`src/rtl/fmcw_pkg.sv`:
```
// Shared encodings for the FFT output framer: FIFO entry kinds, word tags and sync word.
package fmcw_pkg;

    // Kind field carried with every FIFO entry
    localparam logic [1:0] KIND_MID   = 2'b00;
    localparam logic [1:0] KIND_FIRST = 2'b01;
    localparam logic [1:0] KIND_LAST  = 2'b10;
    localparam logic [1:0] KIND_ABORT = 2'b11;

    // Top nibble of every emitted word
    localparam logic [3:0] TAG_HDR  = 4'hA;
    localparam logic [3:0] TAG_DATA = 4'h5;
    localparam logic [3:0] TAG_TRL  = 4'hC;

    localparam logic [31:0] SYNC_WORD = 32'h5A5AA5A5;

    typedef logic [63:0] word_t;

    typedef enum logic [1:0] {
        C_IDLE,
        C_ACTIVE,
        C_DROP
    } cap_state_t;

    typedef enum logic [1:0] {
        O_IDLE,
        O_DATA,
        O_TRL
    } out_state_t;

    function automatic word_t make_header(input logic [15:0] frame_num,
                                          input logic [31:0] sync);
        return {TAG_HDR, 12'h000, frame_num, sync};
    endfunction

    function automatic word_t make_trailer(input logic [10:0] count, input logic err,
                                           input logic [15:0] frame_num,
                                           input logic [31:0] sync);
        return {TAG_TRL, count, err, frame_num, sync};
    endfunction

endpackage

```
`src/rtl/sync_fifo.sv`:
```
// Single-clock first-word-fall-through FIFO with occupancy count.
module sync_fifo #(
    parameter int unsigned WIDTH = 62,
    parameter int unsigned DEPTH = 16
) (
    input  logic                   clk_i,
    input  logic                   rst_i,
    input  logic                   push,
    input  logic [WIDTH-1:0]       push_data,
    input  logic                   pop,
    output logic [WIDTH-1:0]       head,
    output logic [$clog2(DEPTH):0] count,
    output logic                   empty
);
    localparam int unsigned AW = $clog2(DEPTH);

    logic [WIDTH-1:0] mem [DEPTH];
    logic [AW-1:0]    wr_ptr;
    logic [AW-1:0]    rd_ptr;
    logic             full;
    logic             do_push;
    logic             do_pop;

    assign empty   = (count == '0);
    assign full    = (count == (AW + 1)'(DEPTH));
    assign do_push = push && !full;
    assign do_pop  = pop && !empty;
    assign head    = mem[rd_ptr];

    // Storage write; contents need no reset because count gates visibility
    always_ff @(posedge clk_i) begin
        if (do_push) begin
            mem[wr_ptr] <= push_data;
        end
    end

    // Pointer and occupancy tracking
    always_ff @(posedge clk_i) begin
        if (rst_i) begin
            wr_ptr <= '0;
            rd_ptr <= '0;
            count  <= '0;
        end else begin
            if (do_push) begin
                wr_ptr <= wr_ptr + 1'b1;
            end
            if (do_pop) begin
                rd_ptr <= rd_ptr + 1'b1;
            end
            case ({do_push, do_pop})
                2'b10:   count <= count + 1'b1;
                2'b01:   count <= count - 1'b1;
                default: ;
            endcase
        end
    end

endmodule

```
`src/rtl/fft_framer.sv`:
```
// Frames the unstallable FFT output into header/data/trailer 64-bit words for the ft245 port.
module fft_framer #(
    parameter int unsigned  FFT_N      = 1024,
    parameter int unsigned  N_WIDTH    = $clog2(FFT_N),
    parameter int unsigned  DATA_WIDTH = 25,
    parameter int unsigned  FIFO_DEPTH = 16,
    parameter logic [31:0]  SYNC_WORD  = fmcw_pkg::SYNC_WORD
) (
    input  logic                  clk_i,
    input  logic                  rst_i,
    input  logic                  fft_valid_i,
    input  logic [N_WIDTH-1:0]    fft_ctr_i,
    input  logic [DATA_WIDTH-1:0] fft_re_i,
    input  logic [DATA_WIDTH-1:0] fft_im_i,
    input  logic                  fifo_full_i,
    output logic                  wren_o,
    output logic [63:0]           wrdata_o,
    output logic [15:0]           frame_num_o,
    output logic                  overflow_o,
    output logic [15:0]           drop_cnt_o
);
    import fmcw_pkg::*;

    localparam int unsigned ENTRY_W = 2 + N_WIDTH + 2 * DATA_WIDTH;
    localparam int unsigned CNT_W   = $clog2(FIFO_DEPTH) + 1;
    localparam logic [N_WIDTH-1:0] LAST_CTR = N_WIDTH'(FFT_N - 1);

    // FIFO interface
    logic                  push;
    logic [1:0]            push_kind;
    logic [ENTRY_W-1:0]    push_data;
    logic                  pop;
    logic [ENTRY_W-1:0]    fifo_head;
    logic [CNT_W-1:0]      fifo_count;
    logic                  fifo_empty;

    logic [1:0]            head_kind;
    logic [N_WIDTH-1:0]    head_ctr;
    logic [DATA_WIDTH-1:0] head_re;
    logic [DATA_WIDTH-1:0] head_im;

    // Capture side
    cap_state_t            cap_state;
    cap_state_t            cap_next;
    logic                  abort_evt;
    logic                  sample_room;
    logic                  abort_room;
    logic                  is_first_ctr;
    logic                  is_last_ctr;

    // Output side
    out_state_t            out_state;
    logic                  out_valid;
    word_t                 out_word;
    logic [10:0]           word_cnt;
    logic                  take;
    word_t                 data_word;

    assign push_data = {push_kind, fft_ctr_i, fft_re_i, fft_im_i};
    assign {head_kind, head_ctr, head_re, head_im} = fifo_head;

    sync_fifo #(
        .WIDTH (ENTRY_W),
        .DEPTH (FIFO_DEPTH)
    ) u_fifo (
        .clk_i     (clk_i),
        .rst_i     (rst_i),
        .push      (push),
        .push_data (push_data),
        .pop       (pop),
        .head      (fifo_head),
        .count     (fifo_count),
        .empty     (fifo_empty)
    );

    // One slot is kept back so an abort marker always fits behind a blocked sample
    assign sample_room  = (fifo_count < CNT_W'(FIFO_DEPTH - 1));
    assign abort_room   = (fifo_count < CNT_W'(FIFO_DEPTH));
    assign is_first_ctr = (fft_ctr_i == '0);
    assign is_last_ctr  = (fft_ctr_i == LAST_CTR);

    // Capture decode: what to push this cycle and where the capture FSM goes next
    always_comb begin
        push      = 1'b0;
        push_kind = KIND_MID;
        abort_evt = 1'b0;
        cap_next  = cap_state;
        case (cap_state)
            C_IDLE: begin
                if (fft_valid_i && is_first_ctr) begin
                    if (sample_room) begin
                        push      = 1'b1;
                        push_kind = KIND_FIRST;
                        cap_next  = C_ACTIVE;
                    end else begin
                        // No room even to start: the frame is lost before it begins
                        abort_evt = 1'b1;
                        cap_next  = C_DROP;
                    end
                end
            end
            C_ACTIVE: begin
                if (fft_valid_i) begin
                    if (is_first_ctr || !sample_room) begin
                        abort_evt = 1'b1;
                        cap_next  = C_DROP;
                    end else begin
                        push = 1'b1;
                        if (is_last_ctr) begin
                            push_kind = KIND_LAST;
                            cap_next  = C_IDLE;
                        end
                    end
                end
            end
            C_DROP: begin
                if (fft_valid_i && is_last_ctr) begin
                    cap_next = C_IDLE;
                end
            end
            default: cap_next = C_IDLE;
        endcase
        if (abort_evt) begin
            push      = abort_room;
            push_kind = KIND_ABORT;
        end
    end

    // Capture FSM state and abort bookkeeping
    always_ff @(posedge clk_i) begin
        if (rst_i) begin
            cap_state  <= C_IDLE;
            overflow_o <= 1'b0;
            drop_cnt_o <= '0;
        end else begin
            cap_state <= cap_next;
            if (abort_evt) begin
                overflow_o <= 1'b1;
                if (drop_cnt_o != 16'hFFFF) begin
                    drop_cnt_o <= drop_cnt_o + 16'd1;
                end
            end
        end
    end

    // The register reloads whenever it is empty or being drained this cycle
    assign wren_o    = out_valid && !fifo_full_i;
    assign take      = !out_valid || wren_o;
    assign wrdata_o  = out_word;
    assign data_word = {TAG_DATA, head_ctr, head_re, head_im};

    // Pop decode: header load leaves the first sample in place for the data phase
    always_comb begin
        pop = 1'b0;
        if (take && !fifo_empty) begin
            case (out_state)
                O_IDLE:  pop = (head_kind != KIND_FIRST);
                O_DATA:  pop = 1'b1;
                default: pop = 1'b0;
            endcase
        end
    end

    // Output FSM and output word register
    always_ff @(posedge clk_i) begin
        if (rst_i) begin
            out_state   <= O_IDLE;
            out_valid   <= 1'b0;
            out_word    <= '0;
            word_cnt    <= '0;
            frame_num_o <= '0;
        end else begin
            if (wren_o) begin
                out_valid <= 1'b0;
            end
            if (take) begin
                case (out_state)
                    O_IDLE: begin
                        if (!fifo_empty && head_kind == KIND_FIRST) begin
                            out_word  <= make_header(frame_num_o, SYNC_WORD);
                            out_valid <= 1'b1;
                            word_cnt  <= '0;
                            out_state <= O_DATA;
                        end
                    end
                    O_DATA: begin
                        if (!fifo_empty) begin
                            out_valid <= 1'b1;
                            if (head_kind == KIND_ABORT) begin
                                out_word    <= make_trailer(word_cnt, 1'b1, frame_num_o,
                                                            SYNC_WORD);
                                frame_num_o <= frame_num_o + 16'd1;
                                out_state   <= O_IDLE;
                            end else begin
                                out_word <= data_word;
                                word_cnt <= word_cnt + 11'd1;
                                if (head_kind == KIND_LAST) begin
                                    out_state <= O_TRL;
                                end
                            end
                        end
                    end
                    O_TRL: begin
                        out_word    <= make_trailer(word_cnt, 1'b0, frame_num_o, SYNC_WORD);
                        out_valid   <= 1'b1;
                        frame_num_o <= frame_num_o + 16'd1;
                        out_state   <= O_IDLE;
                    end
                    default: out_state <= O_IDLE;
                endcase
            end
        end
    end

endmodule
```
`config.mk`:
```
export PLATFORM = sky130hd
export DESIGN_NAME = fft_framer
export DESIGN_NICKNAME = d
export VERILOG_FILES = /design/src/rtl/fmcw_pkg.sv /design/src/rtl/sync_fifo.sv /design/src/rtl/fft_framer.sv
export SDC_FILE = /design/constraint.sdc
export NUM_CORES = 1
export LEC_CHECK = 0
export CORE_AREA = 5 5 358 360
export DETAILED_ROUTE_END_ITERATION = 12
export DIE_AREA = 0 0 363 365
export PLACE_DENSITY_LB_ADDON = 0.15
export SYNTH_ARGS = -nofsm -noshare
export SYNTH_HDL_FRONTEND = slang
export SYNTH_SLANG_ARGS = --single-unit
export TNS_END_PERCENT = 50
```
`constraint.sdc`:
```
create_clock -name clk_i -period 8.15 [get_ports clk_i]
set_clock_uncertainty 0.15 [all_clocks]
set_input_delay 2.0375 -clock clk_i [delete_from_list [all_inputs] [get_ports clk_i]]
set_output_delay 2.0375 -clock clk_i [all_outputs]
set_load 0.005 [all_outputs]
```
==> flow_summary.ini <==
[run_status]
outcome = completed

[worst_hold_path]
holdCritPathClass = reg -> reg
min_from = wrdata_o[29]$_SDFFE_PP0P_
min_to = wrdata_o[29]$_SDFFE_PP0P_
whs_path_depth = 1

[clock_tree]
clk_path_buf_depth = 3
cts_root_buf = clkbuf_16
post-cts-setup-buffer-count = 0
cts_max_level = 3
cts_tree = yes
numCtsBuffers = 118
cts_resized = 0
cts_hold_buf = 0
worstSkewPairLatency_ps = 690
path_clk_slew_ps = 60
cts.sinks = 1122

[logic_synthesis]
ys_ff_latch = 1122
synth-edff-count = 992
synth_cell_type_count = 69
synth_top_area_share_pct = 68.7
syn-num-nets = 2244
yosys.area.top_type = edfxtp_1
postSynthCellCount = 2165
ys_top_cells_by_area = edfxtp_1 (69%), mux4_2 (14%), dfxtp_1 (6.0%)
syn_avg_cell_area_um2 = 20.0
synthArstFlopShare_pct = 0
syn-cell-area_mm2 = 0.0433
yosys_most_used_dff = edfxtp_1
ys_seq_area_share_pct = 74.8
yosysWarnings = 0

[timing]
setup_tns_ps = 0
layout_min_cycle_time_ps = 5580
finalHoldViolations = 0
fmax_mhz = 179
rsz0062_at_grt = false
fin_crit_sh_pct = 68.5
tightest_slew_ps = 1210
slew_headroom_pct = 18.8
slew_violations = 0
setup_viol = 0

[place]
place_congestion = 0.775
dp_hpwl_um = 63200
io_buffers = 161
placed_cell_area_mm2 = 0.0473

[critical_path]
timing.rr.end = u_fifo.count[4]$_SDFFE_PP0P_
crit_type = in -> reg
cp_data_arrival_time_ps = 5990
critPathLaunchType = input port
worstPathRequired_ps = 8560
cp-end-kind = flip-flop
r2r_cells = 14
r2r_setup_slack_ps = 3540
cp_max_fo = 18

[power]
p_per_area_mw_per_mm2 = 244
p_leak_nw = 15.4
ir_drop_uv = 183
p_total_w = 0.0124

[drt]
wirelength_um = 109000
viasPerCell = 5.26
drc_errors = 0
avgRoutedWirePerCell_um = 26.5
vias = 21754
ant_nets = 0
first_pass_iters = 7
drt_iter0_markers = 1550

[global_routing]
grt_pass1_vias = 22595
antenna_found_initial = 9
grt_pass1_wl_um = 159000
grt_max_degree = 69
grt_usage_pct = 16.4
grt_overflow = 0

[floorplan]
dieHeight_um = 365
dieWidth_um = 363
fp.coreArea_mm2 = 0.125
initial_core_util_pct = 34.7
dieArea_mm2 = 0.132
pin_count = 162
num_rows = 130

[cells_and_area]
layout_commonest_cell = edfxtp_1
final_cell_mix = edfxtp_1 (992), mux4_2 (272), clkdlybuf4s50_1 (160)
nFillCells = 10958
multiInputGateArea_mm2 = 0.0104
syn2layout_area_growth_pct = 17.8
fin_area_mm2 = 0.0510
drive_gt1_share_pct = 21.9
layout.nets = 2467
regArea_mm2 = 0.0324

[run]
maxCapViolCount = 0
## per-layer routing
layer | part of all wire, % | up-vias | GRT usage (%) | wire length, um
li1 | - | 9426 | - | -
met1 | 43 | 11635 | 22.0 | 47100
met2 | 49 | 542 | 27.4 | 53700
met3 | 5.5 | 143 | 3.33 | 6000
met4 | 2.3 | 8 | 4.43 | 2540
met5 | 0.048 | - | 0 | 53
## cell families (layout without fill, tap and decap cells)
group	Yosys count	after routing	share of synthesized area, %
and+or+nand+nor	268	268	3.13
xor gates and xnor gates	33	33	0.667
DFF	1122	1122	74.8
buffers and inverters	155	476	1.55
muxes	335	335	15.6
AOI/OAI and AO/OA	236	236	3.84
adders and majority gates	16	16	0.456
other	0	1	0
## sequential cells by signal, indices dropped and copies added (netlist names), 4 cells and up, named ones only
| signal | flops |
|---|---|
| u_fifo.mem | 992 |
| wrdata_o | 64 |
| drop_cnt_o | 16 |
| frame_num_o | 16 |
| word_cnt | 11 |
| u_fifo.count | 5 |
| u_fifo.rd_ptr | 4 |
| u_fifo.wr_ptr | 4 |
## how the worst max path moves through the flow
stage,depth (start not counted),slack [ps],end,from
after detailed placement,16,1830,u_fifo.count[4]$_SDFFE_PP0P_,fft_ctr_i[5]
after global placement,16,1820,u_fifo.count[4]$_SDFFE_PP0P_,fft_ctr_i[0]
after global routing,16,2280,u_fifo.count[4]$_SDFFE_PP0P_,fft_ctr_i[5]
final,16,2570,u_fifo.count[4]$_SDFFE_PP0P_,fft_ctr_i[5]
after CTS,16,2590,u_fifo.count[4]$_SDFFE_PP0P_,fft_ctr_i[5]
after floorplan,6,-420,u_fifo.mem[0][0]$_DFFE_PP_,fft_ctr_i[4]
## cell usage after synthesis (3+ instances only)
library cell  number
a211oi_1          16
a21oi_1           47
a221oi_1          33
a22oi_1           25
a31oi_1            4
a32oi_1            4
and2_1             3
and3_1            16
buf_1              9
buf_2             29
buf_4              8
clkbuf_1          68
dfxtp_1          130
edfxtp_1         992
ha_1              15
inv_1             38
mux2i_1           62
mux4_2           272
nand2_1           42
nand2b_1          11
nand3_1           19
nand4_1           12
nor2_1            96
nor2b_1            8
nor3_1            18
nor4_1             5
o211ai_1          13
o21ai_0           34
o22ai_1           11
o2bb2ai_1         28
or3_1             18
or4_1              3
xnor2_1           21
xor2_1            12
## cell type report
| type | instances | share of cell area, % |
|---|---|---|
| inverter | 39 | 0.292 |
| multi-input combinational | 888 | 20.4 |
| timing repair buffer | 219 | 4.35 |
| clock buffer | 151 | 6.30 |
| clock inverter | 67 | 1.10 |
| sequential | 1122 | 63.5 |
| antenna | 1 | 0.00490 |
| tap | 1650 | 4.05 |
## report_power, final
| part | internal, W | switching [W] |
|---|---|---|
| combinational | 0.000477 | 0.000483 |
| clock | 0.00303 | 0.00218 |
| sequential | 0.00625 | 0.0000231 |
## metrics by stage
step	cells	util (%)	hold WS (ps)	setup WS [ps]
final	4137	40.9	317	2570
after floorplan	2165	-	291	-422
after global routing	4136	40.9	330	2280
after global placement	3918	37.9	306	1820
after detailed placement	3918	37.9	299	1830
after CTS	4136	40.9	318	2590
## critical path, stage by stage
cell and delay (ps):
clkdlybuf4s50_1 720, or4_1 640, nor4_2 220, buf_4 270, nor2_1 70, nor3_2 190, inv_1 100, ha_1 260
xor2_1 170, ha_1 190, a21oi_1 270, o22ai_1 160, a222oi_1 390, nor2_1 90, xnor2_1 150, nor2_1 50
Note: power is estimated with default switching activity, not from simulation.
